`config.mk`:
```
export PLATFORM = sky130hd
export DESIGN_NAME = wrr_burst_arbiter
export DESIGN_NICKNAME = d
export VERILOG_FILES = /design/src/rtl/wrr_burst_arbiter.sv
export SDC_FILE = /design/constraint.sdc
export NUM_CORES = 1
export LEC_CHECK = 0
export CAP_MARGIN = 20
export CORE_MARGIN = 10
export CORE_UTILIZATION = 40
export CTS_CLUSTER_DIAMETER = 150
export DETAILED_ROUTE_END_ITERATION = 8
export GPL_ROUTABILITY_DRIVEN = 0
export PLACE_DENSITY_LB_ADDON = 0.12
export SLEW_MARGIN = 0
export SYNTH_ARGS = -nofsm -noshare
export SYNTH_HDL_FRONTEND = slang
export SYNTH_SLANG_ARGS = --single-unit
```
`constraint.sdc`:
```
create_clock -name clk -period 3 [get_ports clk]
set_input_delay 0.45 -clock clk [delete_from_list [all_inputs] [get_ports clk]]
set_output_delay 0.45 -clock clk [all_outputs]
set_load 0.02 [all_outputs]
```
`src/rtl/wrr_burst_arbiter.sv`:
```
// Weighted round-robin arbiter with held, registered grants.
// An owner keeps the grant for up to weight[i] acked transfers before priority rotates past it.
module wrr_burst_arbiter #(
    parameter int NUM_REQ  = 4,
    parameter int WEIGHT_W = 3
) (
    input  logic                          clk,
    input  logic                          rst_b,
    input  logic [NUM_REQ-1:0]            req,
    input  logic [NUM_REQ*WEIGHT_W-1:0]   weight,
    input  logic                          ack,
    output logic [NUM_REQ-1:0]            gnt,
    output logic                          gnt_valid,
    output logic [$clog2(NUM_REQ)-1:0]    gnt_id,
    output logic                          burst_last
);

    localparam int ID_W = $clog2(NUM_REQ);

    typedef enum logic {
        IDLE  = 1'b0,
        OWNED = 1'b1
    } state_t;

    state_t              state_q, state_d;
    logic [NUM_REQ-1:0]  gnt_q, gnt_d;
    logic [ID_W-1:0]     gnt_id_q, gnt_id_d;
    logic [WEIGHT_W-1:0] credit_q, credit_d;
    logic [ID_W-1:0]     ptr_q, ptr_d;

    logic [WEIGHT_W-1:0] weight_arr [NUM_REQ];

    logic                owner_req;
    logic                release_now;
    logic                do_arb;
    logic [ID_W-1:0]     next_ptr;
    logic [ID_W-1:0]     arb_ptr;
    logic [ID_W:0]       scan_sum;
    logic [ID_W-1:0]     scan_idx;
    logic                win_found;
    logic [ID_W-1:0]     win_id;
    logic [WEIGHT_W-1:0] win_weight;
    logic [WEIGHT_W-1:0] credit_load;

    genvar gi;
    generate
        for (gi = 0; gi < NUM_REQ; gi++) begin : g_weight
            assign weight_arr[gi] = weight[gi*WEIGHT_W +: WEIGHT_W];
        end
    endgenerate

    always_comb begin
        owner_req   = req[gnt_id_q];
        // An owner that drops its request releases regardless of credit; its ack is ignored.
        release_now = (state_q == OWNED) &&
                      (!owner_req || (ack && (credit_q == WEIGHT_W'(1))));
        do_arb      = (state_q == IDLE) || release_now;
        next_ptr    = (gnt_id_q == ID_W'(NUM_REQ - 1)) ? '0 : gnt_id_q + ID_W'(1);
        arb_ptr     = release_now ? next_ptr : ptr_q;

        // Cyclic priority search starting at arb_ptr; first set bit wins.
        win_found = 1'b0;
        win_id    = '0;
        scan_sum  = '0;
        scan_idx  = '0;
        for (int k = 0; k < NUM_REQ; k++) begin
            scan_sum = {1'b0, arb_ptr} + (ID_W+1)'(k);
            if (scan_sum >= (ID_W+1)'(NUM_REQ)) begin
                scan_sum = scan_sum - (ID_W+1)'(NUM_REQ);
            end
            scan_idx = scan_sum[ID_W-1:0];
            if (!win_found && req[scan_idx]) begin
                win_found = 1'b1;
                win_id    = scan_idx;
            end
        end

        win_weight  = weight_arr[win_id];
        credit_load = (win_weight == '0) ? WEIGHT_W'(1) : win_weight;

        state_d  = state_q;
        gnt_d    = gnt_q;
        gnt_id_d = gnt_id_q;
        credit_d = credit_q;
        ptr_d    = release_now ? next_ptr : ptr_q;

        if (do_arb) begin
            if (win_found) begin
                state_d  = OWNED;
                gnt_d    = {{(NUM_REQ-1){1'b0}}, 1'b1} << win_id;
                gnt_id_d = win_id;
                credit_d = credit_load;
            end else begin
                state_d  = IDLE;
                gnt_d    = '0;
                gnt_id_d = '0;
                credit_d = '0;
            end
        end else if ((state_q == OWNED) && ack) begin
            credit_d = credit_q - WEIGHT_W'(1);
        end
    end

    always_ff @(posedge clk or negedge rst_b) begin
        if (!rst_b) begin
            state_q  <= IDLE;
            gnt_q    <= '0;
            gnt_id_q <= '0;
            credit_q <= '0;
            ptr_q    <= '0;
        end else begin
            state_q  <= state_d;
            gnt_q    <= gnt_d;
            gnt_id_q <= gnt_id_d;
            credit_q <= credit_d;
            ptr_q    <= ptr_d;
        end
    end

    assign gnt        = gnt_q;
    assign gnt_valid  = (state_q == OWNED);
    assign gnt_id     = gnt_id_q;
    assign burst_last = (state_q == OWNED) && (credit_q == WEIGHT_W'(1));

endmodule

```
* Word-level counts from Yosys, hierarchy flattened
Index checks and enable logic that the tools add are counted.
Storage, ports and cells: register bits after elaboration 12, output and inout port bits 8, logic and storage cells 78
Cells by class: $add $sub $neg 9, order comparisons 10, eq/ne operators 2, shifts and indexed selects 1, mux-type cells 34, bitwise logic cells 2, reductions and logical operators 15
Operators by type and width (number):
- $mux W2 | 11
- $mux W3 | 6
- $lt A2 B3 Y1 const B | 5
- $ge A3 B3 Y1 const B | 4
- $bmux W1 S2 | 5
- $mux W1 | 10
- $sub A2 B1 Y2 const B | 4
- $logic_and A1 B1 Y1 | 7
- $add A2 B2 Y3 const B | 2
- $bmux W3 S2 | 1
- $logic_not A1 Y1 | 4
- $mux W4 | 1
- $shl A1 B2 Y4 const A | 1
- $add A2 B1 Y3 const B | 1
- $eq A3 B1 Y1 const B | 1
- $ge A2 B3 Y1 const B | 1
- $logic_not A3 Y1 | 1
- $not A2 Y3 | 1
- $sub A3 B1 Y3 const B | 1
- $add A2 B1 Y2 const B | 1
- $eq A2 B2 Y1 const B | 1
- $logic_or A1 B1 Y1 | 2
- $reduce_bool A2 Y1 | 1
- $not A1 Y1 | 1

* Logic depth before layout (Yosys ltp)
Gate-level depths: netlist (run 1).
word-level depth 28, gate-level depth with buffers 10, depth with buffers taken out 10

* Worst setup path before layout (run 1)
No wires, ideal clock.
path kind flip-flop to flip-flop, from register gnt_id_q[1] (netlist: gnt_id[1]), to register credit_q[0], data arrival time 2.567 ns, slack 0.351 ns, stages on the path, launching flop included 9, buffers on the path 0, clock period less this slack 2.649 ns, cell sequence dfrtp_1 -> mux4_2 -> a21o_4 -> a211o_1 -> a21o_1 -> and3_1 -> a221oi_1 -> o22ai_1 -> a31oi_1
Between the ends: cells in the longest elaborated chain, start to end 28, elaborated cells between the ends (all ways) 56
Ends and longest elaborated chain:
- start, declared | RTL line 27 | logic [ID_W-1:0] gnt_id_q, gnt_id_d;
- start signal, assigned | RTL line 114 | gnt_id_q <= gnt_id_d;
- parallel branches: the longest is 28 deep, another holds $add A2 B1 Y3
- end signal, assigned | RTL line 115 | credit_q <= credit_d;
- end, declared | RTL line 28 | logic [WEIGHT_W-1:0] credit_q, credit_d;
Several ways; the timed one is not identified. The select of a mux whose other input is x is not followed. A chain may end at the register's enable or synchronous reset.

* Final worst setup path (run 1)
from input req[0], to register credit_q[0]
Between the ends: cells in the longest elaborated chain, start to end 28, elaborated cells between the ends (all ways) 53
Ends and longest elaborated chain:
- start, declared | RTL line 9 | input logic [NUM_REQ-1:0] req,
- parallel branches: the longest is 28 deep, another holds $add A2 B1 Y3
Several ways; the timed one is not identified. The select of a mux whose other input is x is not followed.

==> results of run 1 <==
-- worst max path at each step --
stage	startpoint	end	slack, ps
after floorplan	gnt_id[1]	credit_q[0]	350
after global placement	req[0]	credit_q[0]	-80
after detailed placement	req[0]	credit_q[0]	-150
after CTS	req[0]	credit_q[0]	120
after global routing	req[0]	credit_q[0]	2
final	req[0]	credit_q[0]	120
-- report_power, final --
group          leakage (nW)  internal (mW)  switching [mW]
combinational         0.469          0.536           0.489
clock                0.0210         0.0738          0.0558
sequential            0.146          0.235          0.0599
total                 0.636          0.845           0.605
-- tightest hold or removal path, cell delays in order, from the launching register on --
cell     delay [ps]
dfrtp_1         350
nand2_1          50
o31ai_1          60
-- sequential cells by signal (all words and copies together), names as in the netlist --
name and count:
gnt_id 2, gnt_valid 1, ptr_q 2, gnt 4, credit_q 3
-- area by class of cell --
cell class	instances	area, sq um
inverters	8	30.03
repair buffers	45	402.9
fillers	170	644.4
clock buffers	4	36.28
flip-flops and latches	12	300.3
multi-input cells	65	554.3
well taps	27	33.78
-- cell families (layout without fill, tap and decap cells) --
kind of cell | after synthesis | count (layout) | share of synthesized area (%)
xor+xnor | 2 | 2 | 2.053
buf+inv | 9 | 57 | 3.959
fa+ha+maj | 3 | 3 | 4.399
mux | 7 | 7 | 11.58
compound gates | 30 | 30 | 28.01
simple gates | 23 | 23 | 14.81
flops | 12 | 12 | 35.19
-- per-stage QoR --
step                      TNS [ps]  hold WS, ps  cells
final                            0        492.3    161
after global placement      -143.6        471.9    157
after CTS                        0        501.0    161
after floorplan                  0        154.4     86
after global routing             0        536.1    161
after detailed placement    -306.0        477.1    157
-- cell usage after synthesis --
cell       instances  area [sq um]
a22o_1             1         8.760
a211oi_1           1         7.510
buf_1              1         3.750
mux4_2             1         22.52
mux2_2             3         33.78
or4_1              1         7.510
a221oi_1           4         35.03
o22ai_1            1         6.260
ha_1               3         37.54
a2111oi_1          1         10.01
a21o_4             1         15.01
mux2i_4            1         22.52
xor2_1             2         17.52
o31ai_1            2         15.01
nor3b_1            2         15.01
o211a_1            2         20.02
dfrtp_1           12         300.3
inv_1              8         30.03
o211ai_1           2         15.01
nand3b_1           1         7.510
mux2i_1            2         20.02
and3_1             5         31.28
o21a_1             2         15.01
nand2_1            9         33.78
o21ai_0            2         10.01
nand3_1            1         5.000
a21o_1             3         22.52
a21oi_1            2         10.01
or3_1              1         6.260
a21boi_1           1         7.510
nor2_1             1         3.750
a31oi_1            1         6.260
o32ai_1            2         17.52
nand2b_1           1         6.260
a211o_1            2         17.52
nand3_2            1         10.01
-- metal layers --
layer,up-vias,share of wire (%),track usage (%)
met5,-,0,0
met4,0,2.4,5.497
met3,8,6.9,4.576
met2,22,49,19.62
met1,416,42,14.63
li1,426,-,-
==> impl_metrics.csv, run 1 <==
group,metric,value,unit
clock_network,clockBufferDepth,2,
clock_network,cts_tree,"done",
worst_hold_path,min_from,"gnt[0]",
timing,setup_slack,117.4,ps
clock_network,cts_repair_resize_count,0,
clock_network,htreeDepth,1,
routing,drt_iter0_drc,39,
setup_path,critical_path.endpoint_type,"register",
timing,rsz0062_at_grt,"no",
finish,diodes,0,
clock_network,clock_latency,280,ps
power_and_ir_drop,power.total,1.449,mW
floorplanning,core_area,2002,sq um
routing,vias,872,
timing,tightest_slew,546.8,ps
finish,stdcell_area,1358,sq um
setup_path,ff2ff_setup_slack,270,ps
global_route,grt_max_degree,13,
routing,final_antenna_net_count,0,
place,placed_area,1286,sq um
timing,finalMaxSlewViolations,0,
worst_hold_path,holdPathStages,2,
outcome,status,"complete, no violations",
routing,dr.pass1.iters,4,
worst_hold_path,min_path_type,"reg2reg",
setup_path,cp_top_family,"compound AO/OA/AOI/OAI gates",
routing,wl,2503,um
global_route,grt_antenna_before_repair,0,
floorplanning,die_h,66.19,um
routing,post-route-drc-count,0,
finish,nNetsFinal,157,
clock_network,post_cts_buffers,0,
finish,fin_util,67.81,%
finish,areaGrowthSynthToFinish,59.09,%
setup_path,arrival,3090,ps
routing,wire_per_inst,15.55,um
routing,via_per_inst,5.416,
clock_network,cts.sink_count,12,
floorplanning,die_x,66.19,um
yosys,synth_fp_nets,108,
yosys,ys_seq_area_share,35.19,%
yosys,avgSynthCellArea,9.922,sq um
setup_path,path_cells,"clkdlybuf4s50_1 > mux4_2 > a21o_4 > a211o_1 > a21o_1 > and3_1 > a221oi_1 > o22ai_1 > a31oi_1",
power_and_ir_drop,leakagePower,0.6359,nW
power_and_ir_drop,powerDensity,1068,nW/um^2
floorplanning,start_util,42.62,%
yosys,synth_area,853.3,sq um
floorplanning,io_pins,27,
global_route,first_global_vias,883,
setup_path,max_stage_delay,530,ps
place,port_buffers,26,
finish,layout.cells.most_common_list,"clkdlybuf4s50_1 (26), buf_4 (19), dfrtp_1 (12), nand2_1 (9), inv_1 (8)",
setup_path,cp.required,3210,ps
clock_network,clk_pin_slew,80,ps
yosys,ys_types,36,
clock_network,numCtsBuffers,3,
timing,finalClockSkew,9.355,ps
setup_path,reg2regPathDepth,8,
setup_path,r2r_start,"gnt_id[1]",
place,dp_hpwl,1995,um
timing,setup_violations,0,
global_route,grt_pass1_wl,4229,um
timing,relSlewSlack,63.43,%
finish,final_common_cell,"clkdlybuf4s50_1",
power_and_ir_drop,ir_worst_vdd,0.6109,mV
timing,fmax,0.3469,GHz
floorplanning,num_rows,16,
setup_path,worst_path_max_delay_cell,"mux4_2",
setup_path,path_class,"in2reg",
yosys,synth-seq-cells,12,
setup_path,cp_max_fo,6,
setup_path,path_depth,9,
timing,fin_crit,2883,ps
setup_path,r2r-end,"credit_q[0]",
yosys,synth-warning-count,0,
worst_hold_path,holdPathEnd,"gnt[0]",
setup_path,crit_buf_inv,1,
run,cap_violations,0,
global_route,grt-ovfl-total,0,
place,place_ws,-147.8,ps
timing,period_share,96.09,%
timing,hold_viol,0,
global_route,grtUsageTotal,12.43,%
yosys,synthCells,86,
floorplanning,dieArea,4380,sq um
setup_path,critPathLaunchType,"input pin",
finish,drive_gt1_share,26.87,%
clock_network,clockRootBuffer,"clkbuf_4",
clock_network,cts_hold_buf,0,
Power figures use the tool's default switching activity.
==> inputs of run 2 (changes only) <==
--- a/config.mk
+++ b/config.mk
@@ -6,8 +6,11 @@
 export NUM_CORES = 1
 export LEC_CHECK = 0
 export CAP_MARGIN = 20
+export CELL_PAD_IN_SITES_DETAIL_PLACEMENT = 1
+export CELL_PAD_IN_SITES_GLOBAL_PLACEMENT = 1
+export CORE_ASPECT_RATIO = 1.75
 export CORE_MARGIN = 10
-export CORE_UTILIZATION = 40
+export CORE_UTILIZATION = 34
 export CTS_CLUSTER_DIAMETER = 150
 export DETAILED_ROUTE_END_ITERATION = 8
 export GPL_ROUTABILITY_DRIVEN = 0
==> run 2 against run 1 <==
Compared with the run above: combinational power up 11%; fmax down 1.5%; first-iteration DRC count down 79%; flip-flop and latch count unchanged; clock skew down 7.3 ps; critical endpoint unchanged; largest cell class unchanged; highest routed layer unchanged.
==> impl_metrics.csv, run 2 (synthesized netlist as in run 1, its figures left out) <==
group,metric,value,unit
timing,relSlewSlack,60.81,%
timing,setup_violations,0,
routing,dr.pass1.iters,3,
clock_network,clockBufferDepth,2,
timing,tns,0,ps
floorplanning,die_h,86.28,um
clock_network,htreeDepth,1,
worst_hold_path,holdPathEnd,"gnt[0]",
global_route,grt_max_degree,13,
power_and_ir_drop,combPwrFrac,70.3,%
routing,drt_iter0_drc,8,
power_and_ir_drop,seqPwrFrac,18.9,%
finish,areaGrowthSynthToFinish,63.93,%
timing,fmax,0.3417,GHz
finish,layout.cells.most_common_list,"clkdlybuf4s50_1 (26), buf_4 (17), dfrtp_1 (12), nand2_1 (9), inv_1 (8)",
place,placed_cells_incl_taps,153,
floorplanning,die_x,57.87,um
setup_path,cp_max_fo,6,
routing,via_per_inst,5.690,
finish,instances_no_fill,158,
setup_path,path_class,"in2reg",
global_route,grtUsageTotal,12.39,%
timing,hold_viol,0,
setup_path,crit_buf_inv,1,
routing,wire_per_inst,20.66,um
finish,diodes,0,
power_and_ir_drop,leakagePower,0.6449,nW
clock_network,numCtsBuffers,3,
setup_path,worst_path_max_delay_cell,"mux4_2",
worst_hold_path,min_from,"gnt[0]",
power_and_ir_drop,ir_worst_vdd,0.4772,mV
timing,finalMaxSlewViolations,0,
setup_path,r2r-end,"credit_q[0]",
timing,finalClockSkew,2.011,ps
global_route,grt-ovfl-total,0,
finish,drive_gt1_share,29.55,%
power_and_ir_drop,powerDensity,1151,nW/um^2
global_route,grt_antenna_before_repair,0,
setup_path,max_stage_delay,520,ps
worst_hold_path,holdPathStages,2,
setup_path,arrival,3080,ps
finish,largest_reg_flops,4,
power_and_ir_drop,clkPwrFrac,10.8,%
clock_network,clock_latency,230,ps
global_route,grt_pass1_wl,5064,um
finish,nNetsFinal,155,
timing,tightest_slew,586.1,ps
routing,post-route-drc-count,0,
place,place_ws,-196.5,ps
setup_path,critPathLaunchType,"input pin",
routing,final_antenna_net_count,0,
setup_path,cp_top_family,"compound AO/OA/AOI/OAI gates",
global_route,first_global_vias,1027,
floorplanning,dieArea,4993,sq um
timing,setup_slack,73.54,ps
setup_path,crit_path_frequent_cell,"a21o_4",
place,dp_hpwl,2533,um
floorplanning,core_area,2462,sq um
worst_hold_path,min_path_type,"reg2reg",
setup_path,r2r_start,"gnt_id[1]",
floorplanning,io_pins,27,
setup_path,ff2ff_setup_slack,200,ps
place,port_buffers,26,
finish,fin_util,56.81,%
power_and_ir_drop,power.internal,0.9106,mW
clock_network,cts.sink_count,12,
setup_path,path_cells,"clkdlybuf4s50_1 > mux4_2 > a21o_4 > a211o_1 > a21o_4 > and3_1 > a221oi_2 > o22ai_2 > a31oi_2",
run,cap_violations,0,
power_and_ir_drop,netSwitchingPower,0.6990,mW
routing,wl,3264,um
setup_path,cp.required,3150,ps
power_and_ir_drop,switching_share,43.43,%
routing,vias,899,
setup_path,critical_path.endpoint_type,"register",
outcome,status,"complete, no violations",
timing,fin_crit,2926,ps
clock_network,cts_tree,"done",
floorplanning,start_util,34.65,%
clock_network,clk_pin_slew,50,ps
finish,final_common_cell,"clkdlybuf4s50_1",
floorplanning,num_rows,24,
timing,period_share,97.55,%
clock_network,clockRootBuffer,"clkbuf_8",
setup_path,reg2regPathDepth,8,
[run 2: changes by cell type in the layout (fill, tap and decap cells not counted), sizes merged]
cell  previous run  this run
buf             19        17
[run 2: routing by layer]
layer	vias up	share of wire, %	wire, um	track usage, %
met5	-	0	0	0
met4	0	1.6	52	3.433
met3	6	2.4	79	2.635
met2	16	62	2017	24.41
met1	454	34	1114	12.13
li1	423	-	-	-
[run 2: through the flow]
stage	power (mW)	cell area (sq um)	hold slack, ps
after floorplan	0.8625	853.3	154.4
after CTS	1.486	1323	500.6
final	1.610	1399	497.4
after detailed placement	1.290	1262	476.9
after global routing	1.730	1399	529.3
after global placement	1.253	1262	473.3
[run 2: worst max path at each step]
stage / to / startpoint / slack (ps) / cells after the start
after floorplan: credit_q[0] / gnt_id[1] / 350 / 8
after global placement: credit_q[0] / req[0] / -150 / 9
after detailed placement: credit_q[0] / req[3] / -200 / 9
after CTS: credit_q[0] / req[3] / 3 / 9
after global routing: credit_q[0] / req[0] / -10 / 9
final: credit_q[0] / req[2] / 70 / 9
[run 2: power groups by stage]
stage          clock network [mW]  logic [mW]  registers [mW]
6_report                    0.173        1.13           0.305
5_1_grt                     0.186        1.23           0.315
4_1_cts                     0.179        1.00           0.303
3_5_place_dp                    0       0.986           0.304
3_3_place_gp                    0       0.952           0.301
2_1_floorplan                   0       0.537           0.325
[run 2: repair_timing]
| action | 4_1_cts | 5_1_grt |
|---|---|---|
| setup buffers | 0 | 1 |
| gates resized for setup | 1 | 12 |
| hold buffers | 0 | 0 |
| pin swaps | 0 | 4 |
| cloned | 0 | 0 |
| setup endpoints to repair | 1 | 2 |
[run 2: cell type report]
cell class / count / area (sq um)
Sequential cell: 12 / 300.3
Tap cell: 26 / 32.53
Clock buffer: 4 / 55.05
Inverter: 8 / 30.03
Multi-Input combinational cell: 65 / 593.1
Fill cell: 288 / 1064
Timing Repair Buffer: 43 / 387.9
[run 2: worst register-to-register path, stage by stage (launching register included)]
cell,delay [ps]
dfrtp_1,460
mux4_2,590
a21o_4,260
a211o_1,300
a21o_4,230
and3_1,210
a221oi_2,320
o22ai_2,150
a31oi_2,200
==> inputs of run 3 (changes only) <==
--- a/config.mk
+++ b/config.mk
@@ -9,7 +9,7 @@
 export CELL_PAD_IN_SITES_DETAIL_PLACEMENT = 1
 export CELL_PAD_IN_SITES_GLOBAL_PLACEMENT = 1
 export CORE_ASPECT_RATIO = 1.75
-export CORE_MARGIN = 10
+export CORE_MARGIN = 4
 export CORE_UTILIZATION = 34
 export CTS_CLUSTER_DIAMETER = 150
 export DETAILED_ROUTE_END_ITERATION = 8
==> run 3 against run 2 <==
Compared with the run above: final cell count rose by 0.63%; highest routed layer unchanged; largest cell class unchanged; critical endpoint unchanged; power fell by 4.4%; critical path type unchanged; final area fell by 2.0%; clock power rose by 5%; wire length fell by 12%.
==> impl_metrics.csv, run 3 (synthesized netlist as in run 1, its figures left out) <==
group,metric,value,unit
floorplanning,num_rows,23,
finish,layout.cells.most_common_list,"clkdlybuf4s50_1 (26), buf_4 (19), dfrtp_1 (12), nand2_1 (9), inv_1 (8)",
finish,regArea,300.3,sq um
setup_path,critPathLaunchType,"input pin",
floorplanning,start_util,36.16,%
timing,setup_violations,0,
finish,diodes,0,
global_route,grt_pass1_wl,4457,um
routing,via_per_inst,5.642,
outcome,status,"complete, no violations",
routing,post-route-drc-count,0,
floorplanning,core_area,2360,sq um
setup_path,critical_path.endpoint_type,"register",
finish,multi_input_area,551.8,sq um
clock_network,cts_tree,"done",
finish,largest_reg_flops,4,
finish,nNetsFinal,157,
routing,final_antenna_net_count,0,
clock_network,clock_latency,250,ps
clock_network,clk_pin_slew,60,ps
finish,areaGrowthSynthToFinish,60.70,%
setup_path,cp.required,3170,ps
clock_network,cts.sink_count,12,
timing,fmax,0.3428,GHz
finish,fillers,271,
routing,vias,897,
routing,wire_per_inst,18.08,um
routing,wl,2875,um
clock_network,clockBufferDepth,2,
timing,relSlewSlack,61.00,%
clock_network,numCtsBuffers,3,
floorplanning,die_x,45.87,um
setup_path,cp_max_fo,6,
worst_hold_path,min_path_type,"reg2reg",
finish,final_common_cell,"clkdlybuf4s50_1",
timing,finalClockSkew,3.340,ps
global_route,grtUsageTotal,18.43,%
floorplanning,io_pins,27,
timing,hold-worst-slack,506.7,ps
routing,drt_iter0_drc,17,
power_and_ir_drop,powerDensity,1122,nW/um^2
routing,dr.pass1.iters,4,
power_and_ir_drop,leakagePower,0.6440,nW
timing,tightest_slew,583.2,ps
place,port_buffers,26,
power_and_ir_drop,power.total,1.539,mW
global_route,first_global_vias,942,
setup_path,path_class,"in2reg",
timing,finalMaxSlewViolations,0,
timing,period_share,97.24,%
global_route,grt_max_degree,13,
clock_network,clockRootBuffer,"clkbuf_8",
timing,fin_crit,2917,ps
power_and_ir_drop,ir_worst_vdd,0.5214,mV
clock_network,cts_hold_buf,0,
setup_path,arrival,3080,ps
global_route,grt_antenna_before_repair,0,
floorplanning,dieArea,3407,sq um
clock_network,htreeDepth,1,
floorplanning,die_h,74.28,um
global_route,grt-ovfl-total,0,
timing,hold_viol,0,
finish,drive_gt1_share,26.87,%
run,cap_violations,0,
place,dp_hpwl,2376,um
==> run 3: metal layers <==
metal	up-vias	GRT usage, %	part of all wire, %
li1	426	-	-
met1	446	17.91	36
met2	19	35.58	59
met3	6	3.874	3.6
met4	0	6.646	1.8
met5	-	0	0
==> run 3: cell type report <==
type / count / share of cell area [%]
Clock buffer: 4 / 4.015
Inverter: 8 / 2.190
Multi-Input combinational cell: 65 / 40.24
Sequential cell: 12 / 21.90
Tap cell: 25 / 2.281
Timing Repair Buffer: 45 / 29.38
==> run 3: final timing paths <==
kind | end | cells after the start | slack, ps | start
worst min-delay path | gnt[3] | 2 | 510 | gnt[3]
worst max-delay path | credit_q[0] | 9 | 80 | req[0]
min in group asynchronous | gnt_id[0] | 1 | 580 | rst_b
max in group asynchronous | gnt[1] | 1 | 2040 | rst_b
worst min register to register | gnt[3] | 2 | 510 | gnt[3]
worst max register to register | credit_q[0] | 8 | 200 | gnt_id[1]
==> run 3: critical path: stages <==
cell	delay, ps
clkdlybuf4s50_1	450
mux4_2	520
a21o_4	250
a211o_1	290
a21o_1	240
and3_1	220
a221oi_1	330
o22ai_1	150
a31oi_1	180
==> run 3: per-stage QoR <==
step                cells  setup TNS, ps  utilization (%)  setup WS (ps)  cell area (sq um)
finish                159              0            58.11          82.66               1371
global route          159         -14.27            58.11         -14.27               1371
CTS                   158              0            56.42          29.42               1331
detailed placement    154         -375.5            54.08         -225.7               1276
global placement      154         -212.4            54.08         -120.0               1276
floorplan              86              0                -          350.9              853.3
==> run 3: what timing repair did <==
item                                    CTS  global route
gates resized for setup                   0             6
buffers inserted                          0             1
endpoints found under the setup margin    0             2
==> run 3: report_power, final <==
part | total [mW] | switching [mW] | internal (mW) | leakage (nW)
clock | 0.181 | 0.0644 | 0.116 | 0.0288
sequential | 0.306 | 0.0706 | 0.236 | 0.146
combinational | 1.05 | 0.519 | 0.533 | 0.470
total | 1.54 | 0.654 | 0.885 | 0.644
